===== src/rtl/ex_pkg.sv =====
// Shared widths, opcodes, FSM state type and write-enable decode for the execute stage.
package ex_pkg;

  localparam int unsigned EX_DATA_W = 8;
  localparam int unsigned EX_ADDR_W = 3;
  localparam int unsigned EX_OP_W   = 4;

  localparam logic [EX_OP_W-1:0] OP_NOP  = 4'h0;
  localparam logic [EX_OP_W-1:0] OP_ADD  = 4'h1;
  localparam logic [EX_OP_W-1:0] OP_SUB  = 4'h2;
  localparam logic [EX_OP_W-1:0] OP_AND  = 4'h3;
  localparam logic [EX_OP_W-1:0] OP_OR   = 4'h4;
  localparam logic [EX_OP_W-1:0] OP_XOR  = 4'h5;
  localparam logic [EX_OP_W-1:0] OP_SLL  = 4'h6;
  localparam logic [EX_OP_W-1:0] OP_SRL  = 4'h7;
  localparam logic [EX_OP_W-1:0] OP_MOV  = 4'h8;
  localparam logic [EX_OP_W-1:0] OP_SLT  = 4'h9;
  localparam logic [EX_OP_W-1:0] OP_SEQ  = 4'hA;
  localparam logic [EX_OP_W-1:0] OP_ADDC = 4'hB;
  localparam logic [EX_OP_W-1:0] OP_MUL  = 4'hC;

  typedef enum logic [0:0] {
    IDLE = 1'b0,
    MULT = 1'b1
  } state_t;

  typedef struct packed {
    logic reg_wr;
    logic cb_wr;
  } wr_ctl_t;

  // Which regfile ports an opcode eventually writes.
  function automatic wr_ctl_t decode_writes(input logic [EX_OP_W-1:0] op);
    wr_ctl_t w;
    w = '0;
    case (op)
      OP_ADD, OP_SUB, OP_ADDC, OP_MUL: begin
        w.reg_wr = 1'b1;
        w.cb_wr  = 1'b1;
      end
      OP_AND, OP_OR, OP_XOR, OP_SLL, OP_SRL, OP_MOV: w.reg_wr = 1'b1;
      OP_SLT, OP_SEQ: w.cb_wr = 1'b1;
      default: ;
    endcase
    return w;
  endfunction

endpackage


===== src/rtl/ex_mul_seq.sv =====
// Iterative shift-add multiplier: one partial product per clock, W iterations after start.
// done_c/product_c are combinational so the caller can register the final product on the last edge.
module ex_mul_seq #(
  parameter int unsigned W = 8
) (
  input  logic           clk_i,
  input  logic           reset_i,
  input  logic           start_i,
  input  logic [W-1:0]   a_i,
  input  logic [W-1:0]   b_i,
  output logic           done_c,
  output logic [2*W-1:0] product_c
);

  localparam int unsigned CNT_W = $clog2(W);

  logic             run_q;
  logic [CNT_W-1:0] cnt_q;
  logic [2*W-1:0]   mcand_q;
  logic [2*W-1:0]   acc_q;
  logic [W-1:0]     mplier_q;
  logic [2*W-1:0]   acc_d;

  always_comb begin
    acc_d = acc_q + (mplier_q[0] ? mcand_q : '0);
  end

  assign product_c = acc_d;
  assign done_c    = run_q && (cnt_q == CNT_W'(W - 1));

  always_ff @(posedge clk_i or posedge reset_i) begin
    if (reset_i) begin
      run_q    <= 1'b0;
      cnt_q    <= '0;
      mcand_q  <= '0;
      acc_q    <= '0;
      mplier_q <= '0;
    end else if (start_i) begin
      run_q    <= 1'b1;
      cnt_q    <= '0;
      mcand_q  <= {{W{1'b0}}, a_i};
      acc_q    <= '0;
      mplier_q <= b_i;
    end else if (run_q) begin
      acc_q    <= acc_d;
      mcand_q  <= mcand_q << 1;
      mplier_q <= mplier_q >> 1;
      cnt_q    <= cnt_q + CNT_W'(1);
      if (done_c) run_q <= 1'b0;
    end
  end

endmodule


===== src/rtl/ex_stage.sv =====
// Execute stage: single-cycle ALU feeding the regfile write/CB ports.
// Define EX_STAGE_MUL_EN to add the multi-cycle MUL (opcode C); otherwise opcode C is a NOP.
module ex_stage
  import ex_pkg::*;
#(
  parameter int unsigned DATA_W = EX_DATA_W,
  parameter int unsigned ADDR_W = EX_ADDR_W,
  parameter int unsigned OP_W   = EX_OP_W
) (
  input  logic              clk_i,
  input  logic              reset_i,
  input  logic              valid_i,
  output logic              ready_o,
  input  logic [OP_W-1:0]   op_i,
  input  logic [DATA_W-1:0] rs_data_i,
  input  logic [DATA_W-1:0] rt_data_i,
  input  logic [ADDR_W-1:0] dest_addr_i,
  input  logic              cb_i,
  output logic              wb_write_o,
  output logic [ADDR_W-1:0] wb_addr_o,
  output logic [DATA_W-1:0] wb_data_o,
  output logic              wb_write_cb_o,
  output logic              wb_cb_data_o,
  output logic              busy_o
);

  state_t            state_q, state_d;
  logic              ready_d;
  logic              wb_write_d;
  logic              wb_write_cb_d;
  logic              wb_cb_data_d;
  logic [ADDR_W-1:0] wb_addr_d;
  logic [DATA_W-1:0] wb_data_d;
  logic              accept_c;
  wr_ctl_t           wr_ctl_c;
  logic [DATA_W:0]   sum_c;
  logic [DATA_W:0]   diff_c;
  logic [DATA_W-1:0] alu_data_c;
  logic              alu_cb_c;

  assign accept_c = valid_i & ready_o;
  assign wr_ctl_c = decode_writes(op_i);

`ifdef EX_STAGE_MUL_EN
  logic              mul_start_c;
  logic              mul_done_c;
  logic [2*DATA_W-1:0] mul_prod_c;
  logic [ADDR_W-1:0] dest_q;

  ex_mul_seq #(.W(DATA_W)) u_mul (
    .clk_i     (clk_i),
    .reset_i   (reset_i),
    .start_i   (mul_start_c),
    .a_i       (rs_data_i),
    .b_i       (rt_data_i),
    .done_c    (mul_done_c),
    .product_c (mul_prod_c)
  );

  always_ff @(posedge clk_i or posedge reset_i) begin
    if (reset_i) begin
      dest_q <= '0;
      busy_o <= 1'b0;
    end else begin
      if (mul_start_c) dest_q <= dest_addr_i;
      busy_o <= (state_d == MULT);
    end
  end
`else
  assign busy_o = 1'b0;
`endif

  // Single-cycle ALU; carry/borrow come from the 9-bit intermediate.
  always_comb begin
    sum_c      = {1'b0, rs_data_i} + {1'b0, rt_data_i} + {{DATA_W{1'b0}}, (op_i == OP_ADDC) & cb_i};
    diff_c     = {1'b0, rs_data_i} - {1'b0, rt_data_i};
    alu_data_c = '0;
    alu_cb_c   = 1'b0;
    case (op_i)
      OP_ADD, OP_ADDC: begin
        alu_data_c = sum_c[DATA_W-1:0];
        alu_cb_c   = sum_c[DATA_W];
      end
      OP_SUB: begin
        alu_data_c = diff_c[DATA_W-1:0];
        alu_cb_c   = diff_c[DATA_W];
      end
      OP_AND: alu_data_c = rs_data_i & rt_data_i;
      OP_OR:  alu_data_c = rs_data_i | rt_data_i;
      OP_XOR: alu_data_c = rs_data_i ^ rt_data_i;
      OP_SLL: alu_data_c = rs_data_i << rt_data_i[2:0];
      OP_SRL: alu_data_c = rs_data_i >> rt_data_i[2:0];
      OP_MOV: alu_data_c = rs_data_i;
      OP_SLT: alu_cb_c   = (rs_data_i < rt_data_i);
      OP_SEQ: alu_cb_c   = (rs_data_i == rt_data_i);
      default: ;
    endcase
  end

  // Next state and next values of every registered output; data/addr/CB hold unless written.
  always_comb begin
    state_d       = state_q;
    ready_d       = 1'b1;
    wb_write_d    = 1'b0;
    wb_write_cb_d = 1'b0;
    wb_addr_d     = wb_addr_o;
    wb_data_d     = wb_data_o;
    wb_cb_data_d  = wb_cb_data_o;
`ifdef EX_STAGE_MUL_EN
    mul_start_c   = 1'b0;
`endif
    case (state_q)
      IDLE: begin
        if (accept_c) begin
`ifdef EX_STAGE_MUL_EN
          if (op_i == OP_MUL) begin
            state_d     = MULT;
            ready_d     = 1'b0;
            mul_start_c = 1'b1;
          end
`endif
          if (op_i != OP_MUL) begin
            if (wr_ctl_c.reg_wr) begin
              wb_write_d = 1'b1;
              wb_addr_d  = dest_addr_i;
              wb_data_d  = alu_data_c;
            end
            if (wr_ctl_c.cb_wr) begin
              wb_write_cb_d = 1'b1;
              wb_cb_data_d  = alu_cb_c;
            end
          end
        end
      end
`ifdef EX_STAGE_MUL_EN
      MULT: begin
        ready_d = 1'b0;
        if (mul_done_c) begin
          state_d       = IDLE;
          ready_d       = 1'b1;
          wb_write_d    = 1'b1;
          wb_write_cb_d = 1'b1;
          wb_addr_d     = dest_q;
          wb_data_d     = mul_prod_c[DATA_W-1:0];
          wb_cb_data_d  = |mul_prod_c[2*DATA_W-1:DATA_W];
        end
      end
`endif
      default: state_d = IDLE;
    endcase
  end

  always_ff @(posedge clk_i or posedge reset_i) begin
    if (reset_i) begin
      state_q       <= IDLE;
      ready_o       <= 1'b1;
      wb_write_o    <= 1'b0;
      wb_write_cb_o <= 1'b0;
      wb_addr_o     <= '0;
      wb_data_o     <= '0;
      wb_cb_data_o  <= 1'b0;
    end else begin
      state_q       <= state_d;
      ready_o       <= ready_d;
      wb_write_o    <= wb_write_d;
      wb_write_cb_o <= wb_write_cb_d;
      wb_addr_o     <= wb_addr_d;
      wb_data_o     <= wb_data_d;
      wb_cb_data_o  <= wb_cb_data_d;
    end
  end

endmodule


===== config.mk =====
export PLATFORM = sky130hd
export DESIGN_NAME = ex_stage
export DESIGN_NICKNAME = d
export VERILOG_FILES = /design/src/rtl/ex_pkg.sv /design/src/rtl/ex_mul_seq.sv /design/src/rtl/ex_stage.sv
export SDC_FILE = /design/constraint.sdc
export NUM_CORES = 1
export LEC_CHECK = 0
export BUFFER_PORTS_ARGS = -buffer_cell sky130_fd_sc_hd__buf_4
export CAP_MARGIN = 20
export CORE_MARGIN = 4
export CORE_UTILIZATION = 45
export DETAILED_ROUTE_END_ITERATION = 16
export HOLD_SLACK_MARGIN = 0.12
export PLACE_DENSITY = 0.74
export SLEW_MARGIN = 0
export SYNTH_ARGS = -nofsm -noshare
export SYNTH_HDL_FRONTEND = slang
export SYNTH_SLANG_ARGS = --single-unit

===== constraint.sdc =====
create_clock -name clk_i -period 1.2 [get_ports clk_i]
set_input_delay 0.18 -clock clk_i [delete_from_list [all_inputs] [get_ports clk_i]]
set_output_delay 0.18 -clock clk_i [all_outputs]
set_load 0.005 [all_outputs]

# == Word-level counts from Yosys, hierarchy flattened ==
# Cells that the tools add are included.
# word_totals
regBits,14
inputBits,27
word_cells,44
# op_classes
addsub,3
order_cmp,1
n_eq_ne,14
shifts,2
muxes,10
bitwise,4
n_reduce_logical,5
# ops
op,n
$pmux 8 s8,1
$eq 4x4->1 const B,5
$eq 4x3->1 const B,4
$reduce_or 10->1,1
$add 8x8->9,1
$add 9x1->9,1
$sub 8x8->9,1
$and 8x8->8,1
$eq 4x2->1 const B,2
$eq 8x8->1,1
$lt 8x8->1,1
$mux 1,8
$or 8x8->8,1
$shl 8x3->8,1
$shr 8x3->8,1
$xor 8x8->8,1
$reduce_and 3->1,2
$reduce_or 6->1,1
$eq 4x1->1 const B,1
$ne 4x4->1 const B,1
$pmux 1 s4,1
$reduce_or 2->1,1
$and 1x1->1,1

# == Logic depth before layout (Yosys ltp) ==
# depth
ltp_word,6
mapped_depth,12
depth_no_buf,11

# == Least setup slack after synthesis ==
# OpenSTA, ideal clock, no wires.
# synth_path
path_kind,input -> register
start,input port op_i[1]
end,register wb_cb_data_o
setup_time_ps,82
arrival_ps,2206
required_time_ps,1118
path_slack_ps,-1088
stages,12
path_buffers,2
cell_sequence,buf_2 > buf_1 > nand4_1 > fa_1 > inv_1 > fa_1 > a21oi_1 > o21ai_0 > nand3_1 > a21boi_0 > o21ai_0 > a31oi_1
# synth_via
elab_chain_cells,4
# synth_rtl
element,line,text
"start, declared",ex_stage.sv:14,"input logic [OP_W-1:0] op_i,"
$eq 4x4->1 (tied with other cells),"ex_pkg.sv:36, ex_stage.sv:75, ex_stage.sv:79",
$and 1x1->1 or $reduce_or 6->1 (tied branches),-,
$add 9x1->9 or $mux 1 (tied branches),"ex_stage.sv:75, ex_pkg.sv:36",
$pmux 1 s4 or $reduce_and 3->1 (tied branches),-,
"end signal, assigned",ex_stage.sv:169,wb_cb_data_o <= wb_cb_data_d;
"end, declared",ex_stage.sv:23,"output logic wb_cb_data_o,"
# Parallel ways exist; a longest one is shown, timed or not.
# A chain may end at the register's enable or synchronous reset.

# == Worst setup path after layout ==
# layout_path
start,input port op_i[2]
end,register wb_data_o[2]
# layout_via
elab_chain_cells,4
# layout_rtl
element,line,text
$eq 4x4->1 (tied with other cells),"ex_pkg.sv:36, ex_stage.sv:75, ex_stage.sv:79",
$and 1x1->1 or $reduce_or 10->1 (tied branches),-,
$add 9x1->9 or $mux 1 (tied branches),"ex_stage.sv:75, ex_pkg.sv:36",
$pmux 8 s8 or $reduce_and 3->1 (tied branches),-,
"end signal, assigned",ex_stage.sv:168,wb_data_o <= wb_data_d;
"end, declared",ex_stage.sv:21,"output logic [DATA_W-1:0] wb_data_o,"
# Parallel ways exist; a longest one is shown, timed or not.

==> impl_results.md <==
- Hold Crit Class: primary input to flip-flop
- Placed instance count: approximately 500
- Via density: approximately 5.8
- Data arrival, critical path: between 1.5 and 2 ns
- Worst setup SP type: primary input
- Placement Rows: 26
- Clock transition at path regs: 0.05 ns
- Full die area: approximately 6600 sq um
- Io pins: 43
- Initial antenna violation count: 0
- Root Buffer: clkbuf_8
- Drt drc: 0
- Total Routing Usage GR: a little over a quarter
- Type of the worst setup path: primary input to flip-flop
- Fin nets: ~500
- Layout cells sized above 1: a little over two fifths
- Clk_lat worst skew: ~0.24 ns
- Worst-case clock buffer depth: 2
- Area grow syn2layout: 56.33%
- Max transition margin: between 60% and 70%
- WHS Endpoint: wb_addr_o[1]
- Post-Syn Nets: 375
- Antenna-violating nets left: 0
- Clk_skew: 0 ns
- Largest net degree at the start of global routing: 25
- CTS sink count: 14
- Final setup vio count: 12
- RSZ-0062 raised after global routing: yes
- Seq cells post-synth: 14
- Worst r2r dst: wb_addr_o[2]
- Peak supply drop: between 0.5 and 0.6 mV
- PD cells: around 660 nW/um^2
- Measured slew at the worst slew-check pin: 0.5019 ns
- Final Util: about three quarters
- Fmax: approximately 540 MHz
- Core Box Area: 5172 sq um
- H-tree Lvls: 1
- Hold Path Cell Cnt: 2
- Initial core utilization: between 40 and 50%
- RR Startpoint: wb_addr_o[2]
- Detailed-route via count: between 2,000 and 3,000
- Yosys warns: 0
- Routed wire length: about 8900 microns
- Layout Cells excl Fill: 514
- Fin. max-slew vios: 0
- First-pass GRT wire length: approximately 14,000 microns
- Die Span Y: just over 80 microns
- Asr flop ratio synth: between 90% and 100%
- Pleak: roughly 1.8 nW
- CP Data Required Time: 1.32 ns
- Gr ovfl total: 0
- Fin. Hold Viols: 0
- Drt pass-1 iters: 5
- Reg2Reg Setup Slack: 0.42 ns
- Post-synth EDFFs: 0
- Design Area, Final: about 3800 sq um
- Final Worst Setup Slack: -0.6355 ns
- Routed len/inst: ~17 microns
- Vias in the first global route: around 2,900
- Max Cap Viol: 0
- Worst hold start: dest_addr_i[1]
- TritonCTS Buffers: 3
- DR iter-0 viols: roughly 240
- CTS tree: done
- Final GP Congestion: 0.9970
- Worst Setup End Kind: flip-flop
- Register area share after synthesis: about 14%
- # port buffers: 40
- Placed cell area: about 3500 sq um
- Yosys cell types: 58
- Crit Path Max Fanout: 3
- N_diodes: 0
- Cells after synthesis: 320
- Outcome: finished, violations left
- Failing checks: setup timing
- Die width: a little over 80 microns
- Final Cycle Share: 153.0%
- Ys flop type: dfrtp_1
- R2R depth: 1
- Final worst path period need: about 1.8 ns
- Avg Cell Area, Syn: about 7.6 sq um
- Mapped cell area: 2432 sq um
- Post-DP HPWL: between 6000 and 7000 microns
-- worst max-delay path by stage --
stage,startpoint,to,slack [ns]
after global placement,op_i[2],wb_cb_data_o,-0.90
after CTS,op_i[2],wb_data_o[2],-0.61
after floorplan,op_i[0],wb_data_o[1],-0.77
after global routing,op_i[2],wb_data_o[2],-0.80
final,op_i[2],wb_data_o[2],-0.64
after detailed placement,op_i[2],wb_cb_data_o,-0.99
-- what timing repair did --
item,in CTS,in global routing
gates cloned,1,0
pin swaps,24,7
buffers inserted,5,0
hold buffers,1,0
setup endpoints to repair,14,13
endpoints found under the hold margin,14,0
gates resized for setup,49,7
-- Yosys cell counts (all sizes together), types with 6 or more instances --
cell | count | area (sq um)
nor2 | 37 | 138.9
o21ai | 20 | 100.1
a211oi | 10 | 75.07
buf | 17 | 97.59
mux4 | 8 | 183.9
xnor2 | 6 | 52.55
ha | 25 | 312.8
inv | 27 | 101.4
mux2i | 6 | 60.06
clkbuf | 7 | 27.52
dfrtp | 14 | 350.3
nor3 | 7 | 35.03
o22ai | 9 | 56.30
a32oi | 6 | 52.55
nand3 | 7 | 35.03
a21oi | 22 | 110.1
nand2 | 25 | 93.84
-- sequential cells by signal (all words and copies together), names as in the netlist --
signal / cells
wb_addr_o: 3
wb_cb_data_o: 1
wb_data_o: 8
wb_write_cb_o: 1
wb_write_o: 1
-- power breakdown --
part           switching (mW)  internal [mW]
logic                   0.724          0.814
registers              0.0465          0.557
clock network           0.152          0.222
total                   0.923           1.59
-- logic make-up (layout without fill, tap and decap cells) --
kind of cell               after synthesis  in the layout  share of synthesized area (%)
muxes                                   18             18                          11.88
other                                    2              2                         0.3088
AOI/OAI and AO/OA                      100            100                          27.21
xor gates and xnor gates                 7              7                          2.521
adders and majority gates               28             28                          15.33
DFF                                     14             14                          14.40
and+or+nand+nor                        100            100                          19.03
buffers and inverters                   51            175                          9.310
-- placed cells by master, fill, tap and decap left out, types with 4 or more instances in the layout --
cell / n
mux2i_1: 6
ha_4: 5
nand3_1: 7
ha_1: 20
buf_4: 129
buf_6: 10
a31oi_1: 5
nand4_1: 4
o22ai_1: 8
a211oi_1: 10
a21oi_1: 20
nor2_1: 34
a32oi_1: 6
xnor2_1: 6
o21ai_1: 4
inv_1: 19
dfrtp_1: 14
mux4_2: 7
o21ai_0: 15
nor3_1: 6
nand2_1: 25
-- through the flow --
stage	setup TNS, ns	worst slack [ns]	hold slack [ns]	total power [mW]
global route	-6.434	-0.8001	0.1747	2.671
finish	-5.274	-0.6355	0.1725	2.516
detailed placement	-10.39	-0.9908	0.2396	1.979
CTS	-4.888	-0.6075	0.1696	2.489
global placement	-9.860	-0.8996	0.2431	1.945
floorplan	-6.411	-0.7704	0.06922	1.322
-- layer usage --
layer | vias up | global-route usage, % | share of wire (%)
li1 | 1413 | - | -
met1 | 1390 | 33.89 | 41
met2 | 145 | 47.15 | 48
met3 | 30 | 4.276 | 7.5
met4 | 0 | 11.66 | 2.9
met5 | - | 0 | 0
-- final cells by class --
cell class,instances,area (sq um)
Sequential cell,14,350.3
Fill cell,404,1370
Timing Repair Buffer,145,1189
Multi-Input combinational cell,255,2016
Inverter,27,118.9
Tap cell,70,87.58
Clock buffer,3,41.29
-- worst max-delay path, cell delays in order --
cell,delay [ns]
buf_6,0.10
nor2b_4,0.10
nand4_1,0.11
fa_2,0.37
buf_6,0.13
inv_4,0.04
fa_2,0.23
xnor2_1,0.13
nor2_1,0.06
a31oi_1,0.14
o22ai_1,0.10
a22oi_1,0.18
a21oi_1,0.09
No activity file was read; power rests on OpenSTA's default activity.
